File: src/rtl/trap_pkg.sv
// Shared definitions for the trap sequencer: FSM state encoding and mcause values.
package trap_pkg;

  typedef enum logic [1:0] {
    ST_IDLE,
    ST_DRAIN,
    ST_ENTER,
    ST_SERVICE
  } trap_state_t;

  localparam logic [31:0] CAUSE_MEI     = 32'h8000_000B;
  localparam logic [31:0] CAUSE_ECALL_M = 32'h0000_000B;

endpackage

File: src/rtl/irq_sync_edge.sv
// One interrupt source: synchronizer, registered rising-edge detector, pending flop.
// A rise sampled at edge k shows on pend after edge k+SYNC_STAGES+1; a set beats a same-cycle claim.
module irq_sync_edge #(
  parameter int SYNC_STAGES = 2
) (
  input  logic clk,
  input  logic reset,
  input  logic async_in,
  input  logic claim,
  output logic pend,
  output logic rise
);

  logic [SYNC_STAGES-1:0] r_sync;
  logic                   r_last;
  logic                   r_rise;
  logic                   r_pend;

  always_ff @(posedge clk or posedge reset) begin
    if (reset) begin
      r_sync <= '0;
      r_last <= 1'b0;
      r_rise <= 1'b0;
      r_pend <= 1'b0;
    end else begin
      r_sync <= {r_sync[SYNC_STAGES-2:0], async_in};
      r_last <= r_sync[SYNC_STAGES-1];
      r_rise <= r_sync[SYNC_STAGES-1] & ~r_last;
      r_pend <= r_rise | (r_pend & ~claim);
    end
  end

  assign pend = r_pend;
  assign rise = r_rise;

endmodule

File: src/rtl/trap_ctrl.sv
// Trap/interrupt sequencer in front of the machine CSR unit: waits for a commit boundary,
// then issues single-cycle trap-entry / mret strobes with PC redirect and flush.
module trap_ctrl
  import trap_pkg::*;
#(
  parameter int NSRC        = 4,
  parameter int SYNC_STAGES = 2
) (
  input  logic                    clk,
  input  logic                    reset,
  input  logic [NSRC-1:0]         ext_irq,
  input  logic                    mstatus_mie,
  input  logic                    mie_meie,
  input  logic [31:0]             mtvec,
  input  logic [31:0]             mepc,
  input  logic                    commit_valid,
  input  logic [31:0]             commit_pc,
  input  logic                    commit_stall,
  input  logic                    commit_ecall,
  input  logic                    commit_mret,
  output logic                    intr,
  output logic                    cu_intr_ack,
  output logic                    trap_set,
  output logic [31:0]             trap_cause,
  output logic [31:0]             trap_pc,
  output logic                    mret,
  output logic                    redirect,
  output logic [31:0]             redirect_pc,
  output logic [$clog2(NSRC)-1:0] irq_id,
  output logic                    in_handler,
  output logic                    nest_err
);

  localparam int IDW = $clog2(NSRC);

  trap_state_t     r_state;
  trap_state_t     w_next;
  logic [NSRC-1:0] w_pend;
  logic [NSRC-1:0] w_rise;
  logic [NSRC-1:0] w_claim;
  logic [IDW-1:0]  w_sel;
  logic [IDW-1:0]  r_irq_id;
  logic [31:0]     r_pc;
  logic [31:0]     w_vec;
  logic            r_intr;
  logic            r_is_exc;
  logic            r_mret;
  logic            r_nest_err;
  logic            w_boundary;
  logic            w_irq_ok;
  logic            w_enter;
  logic            w_take_exc;
  logic            w_take_irq;
  logic            w_mret_bnd;
  logic            w_nest;

  for (genvar g = 0; g < NSRC; g++) begin : g_src
    irq_sync_edge #(.SYNC_STAGES(SYNC_STAGES)) u_sync (
      .clk      (clk),
      .reset    (reset),
      .async_in (ext_irq[g]),
      .claim    (w_claim[g]),
      .pend     (w_pend[g]),
      .rise     (w_rise[g])
    );
  end

  assign w_boundary = commit_valid & ~commit_stall;
  assign w_irq_ok   = (|w_pend) & mstatus_mie & mie_meie;
  assign w_enter    = (r_state == ST_ENTER);
  assign w_vec      = mtvec & 32'hFFFF_FFFC;

  always_comb begin
    w_sel = '0;
    for (int i = NSRC - 1; i >= 0; i--) begin
      if (w_pend[i]) w_sel = IDW'(i);
    end
  end

  assign w_claim = (w_enter && !r_is_exc) ? (NSRC'(1) << w_sel) : '0;

  // An ecall commit in the cycle of an mret redirect is being flushed, so it cannot trap.
  always_comb begin
    w_next     = r_state;
    w_take_exc = 1'b0;
    w_take_irq = 1'b0;
    w_mret_bnd = 1'b0;
    w_nest     = 1'b0;
    case (r_state)
      ST_IDLE: begin
        if (w_boundary && commit_ecall && !r_mret) begin
          w_next     = ST_ENTER;
          w_take_exc = 1'b1;
        end else if (w_irq_ok) begin
          w_next = ST_DRAIN;
        end
      end
      ST_DRAIN: begin
        if (!w_irq_ok) begin
          w_next = ST_IDLE;
        end else if (w_boundary) begin
          w_next     = ST_ENTER;
          w_take_irq = 1'b1;
        end
      end
      ST_ENTER: w_next = ST_SERVICE;
      ST_SERVICE: begin
        if (w_boundary && commit_mret) begin
          w_next     = ST_IDLE;
          w_mret_bnd = 1'b1;
        end else if (w_boundary && commit_ecall) begin
          w_nest = 1'b1;
        end
      end
      default: w_next = ST_IDLE;
    endcase
  end

  always_ff @(posedge clk or posedge reset) begin
    if (reset) begin
      r_state    <= ST_IDLE;
      r_intr     <= 1'b0;
      r_mret     <= 1'b0;
      r_pc       <= '0;
      r_is_exc   <= 1'b0;
      r_irq_id   <= '0;
      r_nest_err <= 1'b0;
    end else begin
      r_state <= w_next;
      r_intr  <= |(w_rise & ~w_pend);
      r_mret  <= w_mret_bnd;
      if (w_take_exc || w_take_irq) begin
        r_pc     <= commit_pc;
        r_is_exc <= w_take_exc;
      end
      if (w_enter && !r_is_exc) r_irq_id <= w_sel;
      if (w_nest) r_nest_err <= 1'b1;
    end
  end

  assign intr        = r_intr;
  assign trap_set    = w_enter;
  assign cu_intr_ack = w_enter & ~r_is_exc;
  assign trap_cause  = w_enter ? (r_is_exc ? CAUSE_ECALL_M : CAUSE_MEI) : '0;
  assign trap_pc     = w_enter ? r_pc : '0;
  assign mret        = r_mret;
  assign redirect    = w_enter | r_mret;
  assign redirect_pc = w_enter ? w_vec : (r_mret ? mepc : '0);
  assign irq_id      = r_irq_id;
  assign in_handler  = (r_state == ST_SERVICE);
  assign nest_err    = r_nest_err;

endmodule
File: config.mk
export PLATFORM = sky130hd
export DESIGN_NAME = trap_ctrl
export DESIGN_NICKNAME = d
export VERILOG_FILES = /design/src/rtl/trap_pkg.sv /design/src/rtl/irq_sync_edge.sv /design/src/rtl/trap_ctrl.sv
export SDC_FILE = /design/constraint.sdc
export NUM_CORES = 1
export LEC_CHECK = 0
export BUFFER_PORTS_ARGS = -buffer_cell sky130_fd_sc_hd__clkbuf_2
export CORE_UTILIZATION = 46
export DETAILED_ROUTE_END_ITERATION = 10
export PLACE_DENSITY_LB_ADDON = 0.2
export SKIP_LAST_GASP = 1
export SYNTH_ARGS = -nofsm -noshare
export SYNTH_HDL_FRONTEND = slang
export SYNTH_SLANG_ARGS = --single-unit
export TNS_END_PERCENT = 1
File: constraint.sdc
create_clock -name clk -period 2.4 [get_ports clk]
set_clock_uncertainty 0.1 [all_clocks]
set_input_delay 0.48 -clock clk [delete_from_list [all_inputs] [get_ports clk]]
set_output_delay 0.48 -clock clk [all_outputs]
set_load 0.01 [all_outputs]
# Word-level counts from Yosys, hierarchy flattened
# Cells that the tools add are included.
[word_totals] regBits=60 input_bits=108 word_cells=96
[classes] n_eq_ne=6 n_shift=1 mux=26 n_bitwise=29 n_reduce_logical=11
[op_table] cell="$mux W32" count=5
[op_table] cell="$mux W2" count=9
[op_table] cell="$and A1 B1 Y1" count=12
[op_table] cell="$mux W1" count=10
[op_table] cell="$not A1 Y1" count=10
[op_table] cell="$pmux W2 S4" count=1
[op_table] cell="$reduce_or A4 Y1" count=2
[op_table] cell="$ne A3 B3 Y1 const B" count=2
[op_table] cell="$or A1 B1 Y1" count=5
[op_table] cell="$and A4 B4 Y4" count=1
[op_table] cell="$eq A2 B2 Y1 const B" count=2
[op_table] cell="$logic_and A1 B1 Y1" count=4
[op_table] cell="$mux W4" count=1
[op_table] cell="$not A4 Y4" count=1
[op_table] cell="$shl A1 B2 Y4 const A" count=1
[op_table] cell="$reduce_and A3 Y1" count=1
[op_table] cell="$eq A2 B1 Y1 const B" count=1
[op_table] cell="$logic_not A1 Y1" count=2
[op_table] cell="$logic_not A2 Y1" count=1
[op_table] cell="$ne A2 B1 Y1 const B" count=1
[op_table] cell="$logic_or A1 B1 Y1" count=1

# Depth between registers and ports, before layout
[depth] depth_word=9 depth_mapped=6 mapped_depth_nobuf=4

# Hierarchy
# Synthesis repeated with hierarchy kept, for this count alone.
[hier_totals] cells_unflattened=326 area_unflattened_um2=3249.4
[by_module_without_submodules] module="trap_ctrl" instances=1 cells_each=290 area_per_inst_um2=2663.8 seq_area_each_um2=1001.0
[by_module_without_submodules] module="irq_sync_edge" instances=4 cells_each=9 area_per_inst_um2=146.4 seq_area_each_um2=125.1

# Least setup slack after synthesis
# OpenSTA, ideal clock, no wires.
[synth_timing] kind="register to output" startpoint="register r_state[0]" endpoint="output port trap_cause[31]" arrival_ns=1.380 required_ns=1.820 slack_ns=0.440 stages_incl_launch_ff=6 path_buffers=3 path_cell_list="dfrtp_1 buf_2 or3b_2 clkbuf_1 inv_1 buf_4"
[synth_between] elab_chain_len=2
[synth_lines] item="start, declared" line="trap_ctrl.sv:36" rtl="trap_state_t r_state;"
[synth_lines] item="start signal, assigned" line="trap_ctrl.sv:129" rtl="r_state <= w_next;"
[synth_lines] item="$eq A2 B2 Y1" line="trap_ctrl.sv:70" rtl="assign w_enter = (r_state == ST_ENTER);"
[synth_lines] item="$mux W32" line="trap_ctrl.sv:144" rtl="assign trap_cause = w_enter ? (r_is_exc ? CAUSE_ECALL_M : CAUSE_MEI) : '0;"
[synth_lines] item="end, declared" line="trap_ctrl.sv:24" rtl="output logic [31:0] trap_cause,"
# Every way passes these cells.

# Worst setup path after layout
[layout_timing] startpoint="register r_state[0]" endpoint="output port redirect_pc[2]"
[layout_between] elab_chain_len=2
[layout_lines] item="$eq A2 B2 Y1" line="trap_ctrl.sv:70"
[layout_lines] item="$mux W32" line="trap_ctrl.sv:148" rtl="assign redirect_pc = w_enter ? w_vec : (r_mret ? mepc : '0);"
[layout_lines] item="end, declared" line="trap_ctrl.sv:28" rtl="output logic [31:0] redirect_pc,"
# Every way passes these cells.

==> metrics.md <==
| Metric | Value |
|---|---|
| Die Height | `96.18 µm` |
| Chip Width | `96.18 µm` |
| Pins over their slew limit | `0` |
| Non-filler instance count after layout | `753` |
| Register-to-Register Setup Slack | `between 0.4 and 0.5 ns` |
| R2r startpoint | `g_src[0].u_sync.pend` |
| Routed via count | `4,271` |
| RSZ-0062 raised after global routing | `no` |
| Most used DFF post-synth | `dfrtp_1` |
| Routed vias/inst | `5.672` |
| Post-DR wirelength/cell | `17.20 µm` |
| Total Power | `roughly 4400 µW` |
| Placed cell count | `737` |
| Clock sinks | `60` |
| Area of the multi-input gates | `approximately 2200 µm²` |
| Setup violations, final | `0` |
| Layout area overhead | `25.97%` |
| Flops & latches, synth | `60` |
| Post-Route Setup TNS | `0 ns` |
| # port buffers | `182` |
| Full die area | `9251 µm²` |
| Cell taking the most area after synthesis | `dfrtp_1` |
| Worst setup path category | `reg -> out` |
| Mean area per synthesized cell | `8.395 µm²` |
| Fmax | `roughly 450 MHz` |
| Critical path arrival | `roughly 1.6 ns` |
| Most common cell in the netlist | `nand3_1` |
| Fin nets | `751` |
| Setup Buffers After CTS | `0` |
| FILL cells | `788` |
| Worst-Skew Late Latency | `between 0.3 and 0.4 ns` |
| Total grt overflow | `0` |
| Lkg Pwr | `0.002511 µW` |
| CTS tree | `built` |
| Hold Crit Class | `in -> async` |
| Fin crit share | `just over 90%` |
| Crit Path Max Fanout | `33` |
| R2r endpoint | `r_state[1]` |
| Core ar. | `8382 µm²` |
| Synth top area share | `36.80%` |
| Total CTS buffers | `9` |
| Reg area | `1501 µm²` |
| Post-DRT Antenna Nets | `0` |
| Post-DP HPWL | `8919 µm` |
| Remaining DRCs | `0` |
| First-pass GRT wire length | `19,440 µm` |
| Worst VDD drop | `between 400 and 500 µV` |
| Site row count | `33` |
| Hold Buf Count CTS | `0` |
| Drt total wl | `about 13,000 µm` |
| Max Cap Viol | `0` |
| Final Hold Violating Endpoints | `0` |
| Post-synthesis async set-or-reset flop share | `100.0%` |
| Cells on worst reg2reg path | `3` |
| Initial Utilization | `48.68%` |
| Gr usage total | `27.68%` |
| Antenna violations before repair | `0` |
| Layout cells sized above 1 | `35.03%` |
| Largest net degree at the start of global routing | `50` |
| Synth unique cells | `39` |
| Iter 0 DRT Violations | `around 320` |
| Final GP Congestion | `0.7660` |
| Sequential cell area fraction in the yosys report | `a little under two fifths` |
| Status | `finished, final reports clean` |
| Clock slew at reported path FFs | `0.07 ns` |
| H-Tree Depth | `3` |
| Post-CTS sizing | `0` |
| Mapped Area | `4080 µm²` |
| Crit path launch type | `flop` |
| Worst Tran Pin Value | `0.5717 ns` |
| Slew margin rel. | `61.88%` |
| Antenna diodes | `0` |
| TritonRoute pass-1 iters | `5` |
| Yosys warning count | `0` |
| Synth Instances | `486` |
| Pwr/cell area | `about 860 nW/µm²` |
| Synth top area cells | `dfrtp_1 (37%), nand3_1 (12%), nor4bb_1 (7.9%)` |
| Vias in the first global route | `slightly below 4,000` |
| I/O pin total | `213` |
| Clk buf depth | `2` |
| CTS root buffer | `clkbuf_8` |
| Fin crit period | `2.220 ns` |
| CP required | `1.82 ns` |
| Most common library cells after synthesis | `nand3_1 (95), nand2_1 (65), dfrtp_1 (60)` |
| EDFF count, synth | `0` |
| CP Capture Type | `output port` |
==> per-stage QoR <==
step / utilization, % / instance area [µm²] / setup WS, ns / hold WS [ns]
final: 61.32 / 5140 / 0.1795 / 0.03848
after global routing: 61.32 / 5140 / 0.08011 / 0.05319
after CTS: 61.32 / 5140 / 0.1591 / 0.03554
after detailed placement: 59.20 / 4962 / 0.4583 / 0.2355
after global placement: 59.20 / 4962 / 0.5075 / 0.2328
after floorplan: - / 4182 / 0.3353 / 0.2312
==> sequential cells by signal (all words and copies together), names as in the netlist <==
name,flops
r_is_exc,1
g_src.u_sync.pend,4
r_state,2
nest_err,1
g_src.u_sync.r_sync,8
g_src.u_sync.r_last,4
mret,1
g_src.u_sync.rise,4
intr,1
irq_id,2
r_pc,32
==> cells in the final DEF, fill, tap and decap left out, types with 2 or more instances in the layout <==
cell type   count
clkbuf_2      182
nand3_1        95
nand2_1        65
dfrtp_1        60
and2_1         33
o211ai_1       32
nor4bb_1       32
a32oi_1        32
conb_1         28
buf_4          22
clkbuf_8       10
inv_1           7
nor2b_1         6
and3_1          4
nand2b_1        3
a21oi_1         3
clkinvlp_4      3
or3b_1          2
o21ai_0         2
o21bai_1        2
buf_12          2
==> cell families after synthesis <==
family                 share of synthesized area, %
buffers and inverters                         12.76
AND/OR/NAND/NOR                               34.77
AO/OA/AOI/OAI                                 15.58
other                                       0.09191
flip-flops                                    36.80
==> critical path, cell delays in order, from the launching register on <==
cell and delay (ns):
dfrtp_1 0.41, nand2b_1 0.16, buf_4 0.32, nand3_1 0.16, nand2_1 0.12, clkbuf_2 0.13
==> power by group <==
part / leakage (µW) / switching [µW] / internal [µW]
combinational: 0.00180 / 1330 / 931
clock: 0.0000820 / 423 / 404
sequential: 0.000625 / 144 / 1190
==> per-layer routing <==
layer,track usage [%],up-vias,wire (µm)
li1,-,2026,-
met1,33.78,2017,5109
met2,48.46,209,6544
met3,5.529,19,1118
met4,9.328,0,178
met5,0,-,0
==> area by class of cell <==
| cell class | instances | area share [%] |
|---|---|---|
| multi-input combinational | 357 | 42.41 |
| clock inverter | 5 | 0.7059 |
| inverter | 9 | 0.6573 |
| timing repair buffer | 206 | 21.71 |
| sequential | 60 | 29.21 |
| tap | 105 | 2.556 |
| clock buffer | 11 | 2.751 |
==> worst max-delay path by stage <==
stage	endpoint	startpoint	cells after the start	slack [ns]
2_1_floorplan	g_src[0].u_sync.pend	reset	1	0.34
3_3_place_gp	r_state[1]	g_src[0].u_sync.pend	3	0.51
3_5_place_dp	r_state[1]	g_src[0].u_sync.pend	3	0.46
4_1_cts	redirect_pc[2]	r_state[0]	5	0.16
5_1_grt	redirect_pc[2]	r_state[0]	5	0.08
6_report	redirect_pc[2]	r_state[0]	5	0.18
Power figures use the tool's default switching activity.
